## config.mk

```make
export PLATFORM = sky130hd
export DESIGN_NAME = mc_control_unit
export DESIGN_NICKNAME = d
export VERILOG_FILES = /design/src/rtl/mc_control_unit.sv
export SDC_FILE = /design/constraint.sdc
export NUM_CORES = 1
export LEC_CHECK = 0
export ABC_AREA = 1
export BUFFER_PORTS_ARGS = -buffer_cell sky130_fd_sc_hd__clkbuf_2
export CORE_ASPECT_RATIO = 1.1
export CORE_MARGIN = 2
export CORE_UTILIZATION = 25
export DETAILED_ROUTE_END_ITERATION = 16
export SKIP_CTS_REPAIR_TIMING = 1
export SLEW_MARGIN = 10
export SYNTH_ARGS = -nofsm -noshare
export SYNTH_HDL_FRONTEND = slang
export SYNTH_SLANG_ARGS = --single-unit
export TNS_END_PERCENT = 5
```

## constraint.sdc

```tcl
create_clock -name CLK -period 0.95 [get_ports CLK]
set_clock_uncertainty 0.05 [all_clocks]
set_input_delay 0.0475 -clock CLK [delete_from_list [all_inputs] [get_ports CLK]]
set_output_delay 0.0475 -clock CLK [all_outputs]
set_load 0.01 [all_outputs]
```

## src/rtl/mc_control_unit.sv

```systemverilog
// Multi-cycle sequencer: steps IF/ID/EXE/MEM/WB/HALT and decodes datapath strobes.
// Define MCPU_BNE_EN to add bne (110101) on the beq path; otherwise that opcode is illegal.
module mc_control_unit (
  input  logic       CLK,
  input  logic       Reset,
  input  logic [5:0] op,
  input  logic       zero,
  output logic [2:0] state,
  output logic       PCWre,
  output logic [1:0] PCSrc,
  output logic       IRWre,
  output logic       ALUSrcB,
  output logic [2:0] ALUOp,
  output logic       ExtSel,
  output logic       RegDst,
  output logic       RegWre,
  output logic       DBDataSrc,
  output logic       mRD,
  output logic       mWR,
  output logic       illegal
);

  localparam logic [2:0] ST_IF   = 3'b000;
  localparam logic [2:0] ST_ID   = 3'b001;
  localparam logic [2:0] ST_EXE  = 3'b010;
  localparam logic [2:0] ST_MEM  = 3'b011;
  localparam logic [2:0] ST_WB   = 3'b100;
  localparam logic [2:0] ST_HALT = 3'b101;

  localparam logic [5:0] OP_ADD  = 6'b000000;
  localparam logic [5:0] OP_SUB  = 6'b000001;
  localparam logic [5:0] OP_AND  = 6'b010001;
  localparam logic [5:0] OP_OR   = 6'b010000;
  localparam logic [5:0] OP_SLT  = 6'b100110;
  localparam logic [5:0] OP_ADDI = 6'b000010;
  localparam logic [5:0] OP_ORI  = 6'b010010;
  localparam logic [5:0] OP_SW   = 6'b110000;
  localparam logic [5:0] OP_LW   = 6'b110001;
  localparam logic [5:0] OP_BEQ  = 6'b110100;
  localparam logic [5:0] OP_BNE  = 6'b110101;
  localparam logic [5:0] OP_J    = 6'b111000;
  localparam logic [5:0] OP_HALT = 6'b111111;

  logic [2:0] r_state;
  logic [2:0] w_next;
  logic [1:0] w_pcsrc;
  logic [2:0] w_aluop;
  logic       w_rtype, w_addi, w_ori, w_lw, w_sw, w_beq, w_bne, w_j, w_halt;
  logic       w_branch, w_mem, w_alu, w_legal, w_not_if;

  assign w_rtype  = (op == OP_ADD) || (op == OP_SUB) || (op == OP_AND) ||
                    (op == OP_OR)  || (op == OP_SLT);
  assign w_addi   = (op == OP_ADDI);
  assign w_ori    = (op == OP_ORI);
  assign w_lw     = (op == OP_LW);
  assign w_sw     = (op == OP_SW);
  assign w_beq    = (op == OP_BEQ);
  assign w_j      = (op == OP_J);
  assign w_halt   = (op == OP_HALT);
`ifdef MCPU_BNE_EN
  assign w_bne    = (op == OP_BNE);
`else
  assign w_bne    = 1'b0;
`endif
  assign w_branch = w_beq || w_bne;
  assign w_mem    = w_lw || w_sw;
  assign w_alu    = w_rtype || w_addi || w_ori;
  assign w_legal  = w_alu || w_mem || w_branch || w_j || w_halt;
  assign w_not_if = (r_state != ST_IF);

  // Next-state selection; unused encodings fall back to IF.
  always_comb begin
    w_next = ST_IF;
    case (r_state)
      ST_IF:   w_next = ST_ID;
      ST_ID: begin
        if (w_j)           w_next = ST_IF;
        else if (w_halt)   w_next = ST_HALT;
        else if (!w_legal) w_next = ST_IF;
        else               w_next = ST_EXE;
      end
      ST_EXE: begin
        if (w_branch)      w_next = ST_IF;
        else if (w_mem)    w_next = ST_MEM;
        else               w_next = ST_WB;
      end
      ST_MEM: begin
        if (w_lw)          w_next = ST_WB;
        else               w_next = ST_IF;
      end
      ST_WB:   w_next = ST_IF;
      ST_HALT: w_next = ST_HALT;
      default: w_next = ST_IF;
    endcase
  end

  // State register with synchronous active-low reset.
  always_ff @(posedge CLK) begin
    if (!Reset) r_state <= ST_IF;
    else        r_state <= w_next;
  end

  // Next-PC source: jump target in ID, branch offset when the EXE compare is taken.
  always_comb begin
    w_pcsrc = 2'b00;
    if ((r_state == ST_ID) && w_j)
      w_pcsrc = 2'b10;
    else if ((r_state == ST_EXE) && ((w_beq && zero) || (w_bne && !zero)))
      w_pcsrc = 2'b01;
    else
      w_pcsrc = 2'b00;
  end

  // ALU function select, only meaningful while the ALU is in use.
  always_comb begin
    w_aluop = 3'b000;
    if ((r_state == ST_EXE) || (r_state == ST_MEM)) begin
      case (op)
        OP_ADD, OP_ADDI, OP_LW, OP_SW: w_aluop = 3'b000;
        OP_SUB, OP_BEQ:                w_aluop = 3'b001;
        OP_AND:                        w_aluop = 3'b010;
        OP_OR, OP_ORI:                 w_aluop = 3'b011;
        OP_SLT:                        w_aluop = 3'b101;
        default:                       w_aluop = w_bne ? 3'b001 : 3'b000;
      endcase
    end else begin
      w_aluop = 3'b000;
    end
  end

  assign state     = r_state;
  assign PCWre     = (w_next == ST_IF) && (r_state != ST_HALT);
  assign PCSrc     = w_pcsrc;
  assign IRWre     = (r_state == ST_IF);
  assign ALUSrcB   = w_not_if && (w_addi || w_ori || w_mem);
  assign ALUOp     = w_aluop;
  assign ExtSel    = w_not_if && !w_ori;
  assign RegDst    = w_not_if && w_rtype;
  assign RegWre    = (r_state == ST_WB);
  assign DBDataSrc = w_not_if && w_lw;
  assign mRD       = (r_state == ST_MEM) && w_lw;
  assign mWR       = (r_state == ST_MEM) && w_sw;
  assign illegal   = (r_state == ST_ID) && !w_legal;

endmodule
```

Yosys cells after proc, flatten, opt, wreduce, memory -nomap -nowiden
Cells that the tools add are included.
{"block": "totals", "wordCells": 62, "inputBits": 9, "reg_bits": 3, "output_inout_bits": 18}
{"block": "classes", "n_eq_ne": 17, "n_reduce_logical": 33, "mux": 11}
{"cell": "$eq 6x6->1 const B", "n": 6}
{"cell": "$eq 6x5->1 const B", "n": 3}
{"cell": "$mux 3", "n": 6}
{"cell": "$pmux 3 s5", "n": 1}
{"cell": "$logic_or 1x1->1", "n": 14}
{"cell": "$pmux 3 s4", "n": 1}
{"cell": "$logic_and 1x1->1", "n": 11}
{"cell": "$eq 3x2->1 const B", "n": 2}
{"cell": "$eq 3x3->1 const B", "n": 2}
{"cell": "$eq 6x1->1 const B", "n": 1}
{"cell": "$eq 6x2->1 const B", "n": 1}
{"cell": "$logic_not 3->1", "n": 2}
{"cell": "$logic_not 6->1", "n": 1}
{"cell": "$mux 2", "n": 2}
{"cell": "$reduce_or 2->1", "n": 2}
{"cell": "$eq 3x1->1 const B", "n": 1}
{"cell": "$ne 3x3->1 const B", "n": 1}
{"cell": "$reduce_bool 3->1", "n": 1}
{"cell": "$logic_not 1->1", "n": 2}
{"cell": "$mux 1", "n": 1}

Logic depth before layout (Yosys ltp)
{"block": "depth", "depth_word": 17, "mapped_depth": 9, "mapped_depth_nobuf": 9}

Least setup slack after synthesis
No wires, ideal clock.
{"block": "synth_path", "path_type": "register -> output", "startpoint": "register r_state[1], in the netlist state[1]", "endpoint": "output port ALUOp[1]", "arrival_ns": 1.219, "path_stages_with_launch": 3, "required_time_ns": 0.852, "setup_slack_ns": -0.367, "path_buffers": 0, "path_cell_list": "dfxtp_1 nand2_2 a2111oi_0"}
{"block": "synth_via", "elab_chain_cells": 3, "word_cells_on_any_way": 4, "classes_between": "eq/ne: 2; mux: 1; reduce/logical: 1"}
{"element": "start: declaration", "line": "44", "text": "logic [2:0] r_state;"}
{"element": "start signal: assignment", "line": "100", "text": "else r_state <= w_next;"}
{"element": "$eq 3x2->1", "line": "117", "text": "if ((r_state == ST_EXE) || (r_state == ST_MEM)) begin"}
{"element": "$logic_or 1x1->1 *", "line": "117"}
{"element": "$mux 3 *", "line": "117"}
{"element": "end: declaration", "line": "13", "text": "output logic [2:0] ALUOp,"}
Mark *: on every way between the ends. The rest lies on a longest branch, timed or not.

Worst setup path after layout
{"block": "layout_path", "startpoint": "register r_state[0], in the netlist state[0]", "endpoint": "output port PCWre"}
{"block": "layout_via", "elab_chain_cells": 4, "word_cells_on_any_way": 9, "classes_between": "eq/ne: 5; mux: 1; reduce/logical: 3"}
{"element": "$eq 3x3->1 (tied with other cells)", "line": "74", "text": "case (r_state)"}
{"element": "$pmux 3 s5", "line": "74"}
{"element": "$logic_not 3->1", "line": "132", "text": "assign PCWre = (w_next == ST_IF) && (r_state != ST_HALT);"}
{"element": "$logic_and 1x1->1 *", "line": "132"}
{"element": "end: declaration", "line": "9", "text": "output logic PCWre,"}
Marked as above.

==> impl_results.md <==
- Status: complete, but fails checks
- Failing checks: setup timing
- Int Pwr: 0.000407 W
- Worst Path Arrival: 1.33 ns
- Part of the cycle the worst path needs: 1.50
- Slew at the pin with the worst max-slew slack: 0.234 ns
- Core area: 1820 µm²
- I/O Buffers: 26
- Share of cells above drive strength 1: 0.633
- Pre-CTS setup slack: -0.243 ns
- Asr flop ratio synth: 0
- Die height: 50.4 µm
- Net load switching power: 0.000238 W
- Most frequent cells after synthesis: nand2_1 (17), nor2_1 (16), inv_1 (15), nand3_1 (9)
- Max clock buf depth: 2
- 1st-pass router iterations: 4
- Clock power frac: 0.345
- Synthesized area: 489 µm²
- Final std cells w/o fill: 174
- DP Cell Count: 168
- Vias in the first global route: 672
- First DRT Iteration DRCs: 14
- Cell taking the most area after synthesis: nand2_1
- Row cnt: 16
- CP required: 0.85 ns
- Final Setup Violations: 18
- DP Wirelength: 1340 µm
- Max stage delay on crit path: 0.35 ns
- Design area: 961 µm²
- # nets final: 157
- Yosys warning count: 0
- Switching portion of total power: 0.369
- Synth top area cells: nand2_1 (13%), dfxtp_1 (12%), nor2_1 (12%)
- Flops & latches, synth: 3
- RSZ-0062 raised after global routing: yes
- Max reg flops: 3
- EDFF count, synth: 0
- Initial antenna violation count: 0
- Core Util, Final: 0.527
- Syn Nets: 100
- Vias per inst: 4.33
- Maximum vdd drop: 0.000372 V
- Slew Limit Headroom: 0.844
- Worst path top cell family by delay: buffers and inverters
- Crit end category: output port
- Pins over their slew limit: 0
- Dominant synthesized flop cell: dfxtp_1
- Critical path peak fanout: 4
- Boundary Pins: 27
- TritonCTS clock tree: yes
- Die area: 2330 µm²
- Via Count: 754
- Post-synth top area share: 0.130
- Worst-Skew Late Latency: 0.23 ns
- Sequential-to-total area share from yosys stat: 0.123
- P&R area growth vs syn: 96.4%
- Final Hold Vio Count: 0
- Die Width: 46.2 µm
- GPL Wtd Cong: 0.988
- Total gr overflow: 0
- Largest net degree at the start of global routing: 6
- Max-Cap Viols: 0
- Post-DP Area: 882 µm²
- Pwr Density: 672 nW/µm²
- # clock sinks: 3
- Most common cell in the netlist: nand2_1
- Final wirelength: 1720 µm
- Clock root cell: clkbuf_4
- Final worst path period need: 1.43 ns
- Diode count: 0
- Mapped Avg Cell Area: 5.38 µm²
- WL/cell: 9.89 µm
- Clock slew at reported path FFs: 0.04 ns
- Initial Utilization: 0.269
- Gr usage total: 0.138
- Fmax: 701 MHz
- Drc violations: 0
- Crit-path slowest cell: dfxtp_4
- Routed Antenna Nets: 0
- Critical path class: flop to output port
- Hold Path Class: input port to flop
- Sequential share of power: 0.215
- Cells after Synth: 91
- Pleak: 0.519 nW
- Synth unique cells: 17
- First-pass GRT wire length: 2500 µm
- Buf+Inv Stages, Crit Path: 3
- Crit-path cells: buf_4 -> nor3_2 -> inv_1 -> nand2_1 -> nor2_2 -> buf_2
- CTS Buf Count: 3
- Worst setup SP type: flop
- Comb pwr share: 0.440
- H-tree Lvls: 1
- Final worst slack: -0.476 ns
## power by group through the flow
stage	logic (W)	clock network, W	registers [W]
after detailed placement	0.000270	0	0.000138
after CTS	0.000271	0.000228	0.000136
after global placement	0.000268	0	0.000138
after global routing	0.000314	0.000235	0.000139
final	0.000284	0.000223	0.000139
after floorplan	0.000131	0	0.000143
## area by class of cell
type / instances / area [µm²]
fill: 188 / 861
multi-input combinational: 68 / 424
timing repair buffer: 52 / 325
inverter: 20 / 80.1
sequential: 3 / 71.3
tap: 27 / 33.8
clock buffer: 4 / 26.3
## cells by family after synthesis
group	count (synthesis)	share of synthesized area
compound gates	7	0.0895
simple gates	61	0.634
buf+inv	20	0.153
flops	3	0.123
## placed cells by master, fill, tap and decap left out
cell type / count
nand2_4: 1
nor3_1: 1
nor2_1: 13
a21oi_1: 2
a31oi_1: 1
nand3_2: 7
inv_1: 12
nand2_1: 16
inv_2: 6
o21ai_1: 2
nor2_2: 8
inv_4: 2
clkbuf_1: 1
nor2_4: 1
nand3_1: 6
buf_2: 10
nand2_2: 3
nor3_2: 4
clkbuf_4: 3
a2111oi_4: 1
clkbuf_2: 16
nor3_4: 1
a21oi_2: 1
dfxtp_4: 3
buf_4: 26
## per-layer routing
| layer | part of all wire | up-vias | global-route usage | wire length (µm) |
|---|---|---|---|---|
| met3 | 0.036 | 0 | 0 | 62 |
| met4 | 0 | 0 | 0.0286 | 0 |
| met2 | 0.53 | 24 | 0.255 | 919 |
| li1 | - | 400 | - | - |
| met1 | 0.43 | 330 | 0.171 | 738 |
| met5 | 0 | - | 0 | 0 |
## path summary, 6_finish.rpt
path | cells past startpoint | from | slack [ns] | end
max | 6 | state[0]$_SDFF_PN0_ | -0.48 | PCWre
min | 3 | Reset | 0.009 | state[1]$_SDFF_PN0_
max reg2reg | 6 | state[1]$_SDFF_PN0_ | -0.20 | state[2]$_SDFF_PN0_
min reg2reg | 5 | state[2]$_SDFF_PN0_ | 0.64 | state[1]$_SDFF_PN0_
## per-stage QoR
step | total power, W | TNS [ns] | hold WS (ns)
2_1_floorplan | 0.000274 | -0.413 | 0.105
3_3_place_gp | 0.000406 | -1.78 | 0.233
3_5_place_dp | 0.000409 | -1.83 | 0.238
4_1_cts | 0.000635 | -5.23 | -0.00358
5_1_grt | 0.000688 | -6.11 | 0.0315
6_report | 0.000646 | -4.85 | 0.00926
## tightest hold or removal path, stage by stage
cell and delay (ns):
clkbuf_2 0.09, inv_1 0.07, a21oi_2 0.03
No activity file was read; power rests on OpenSTA's default activity.
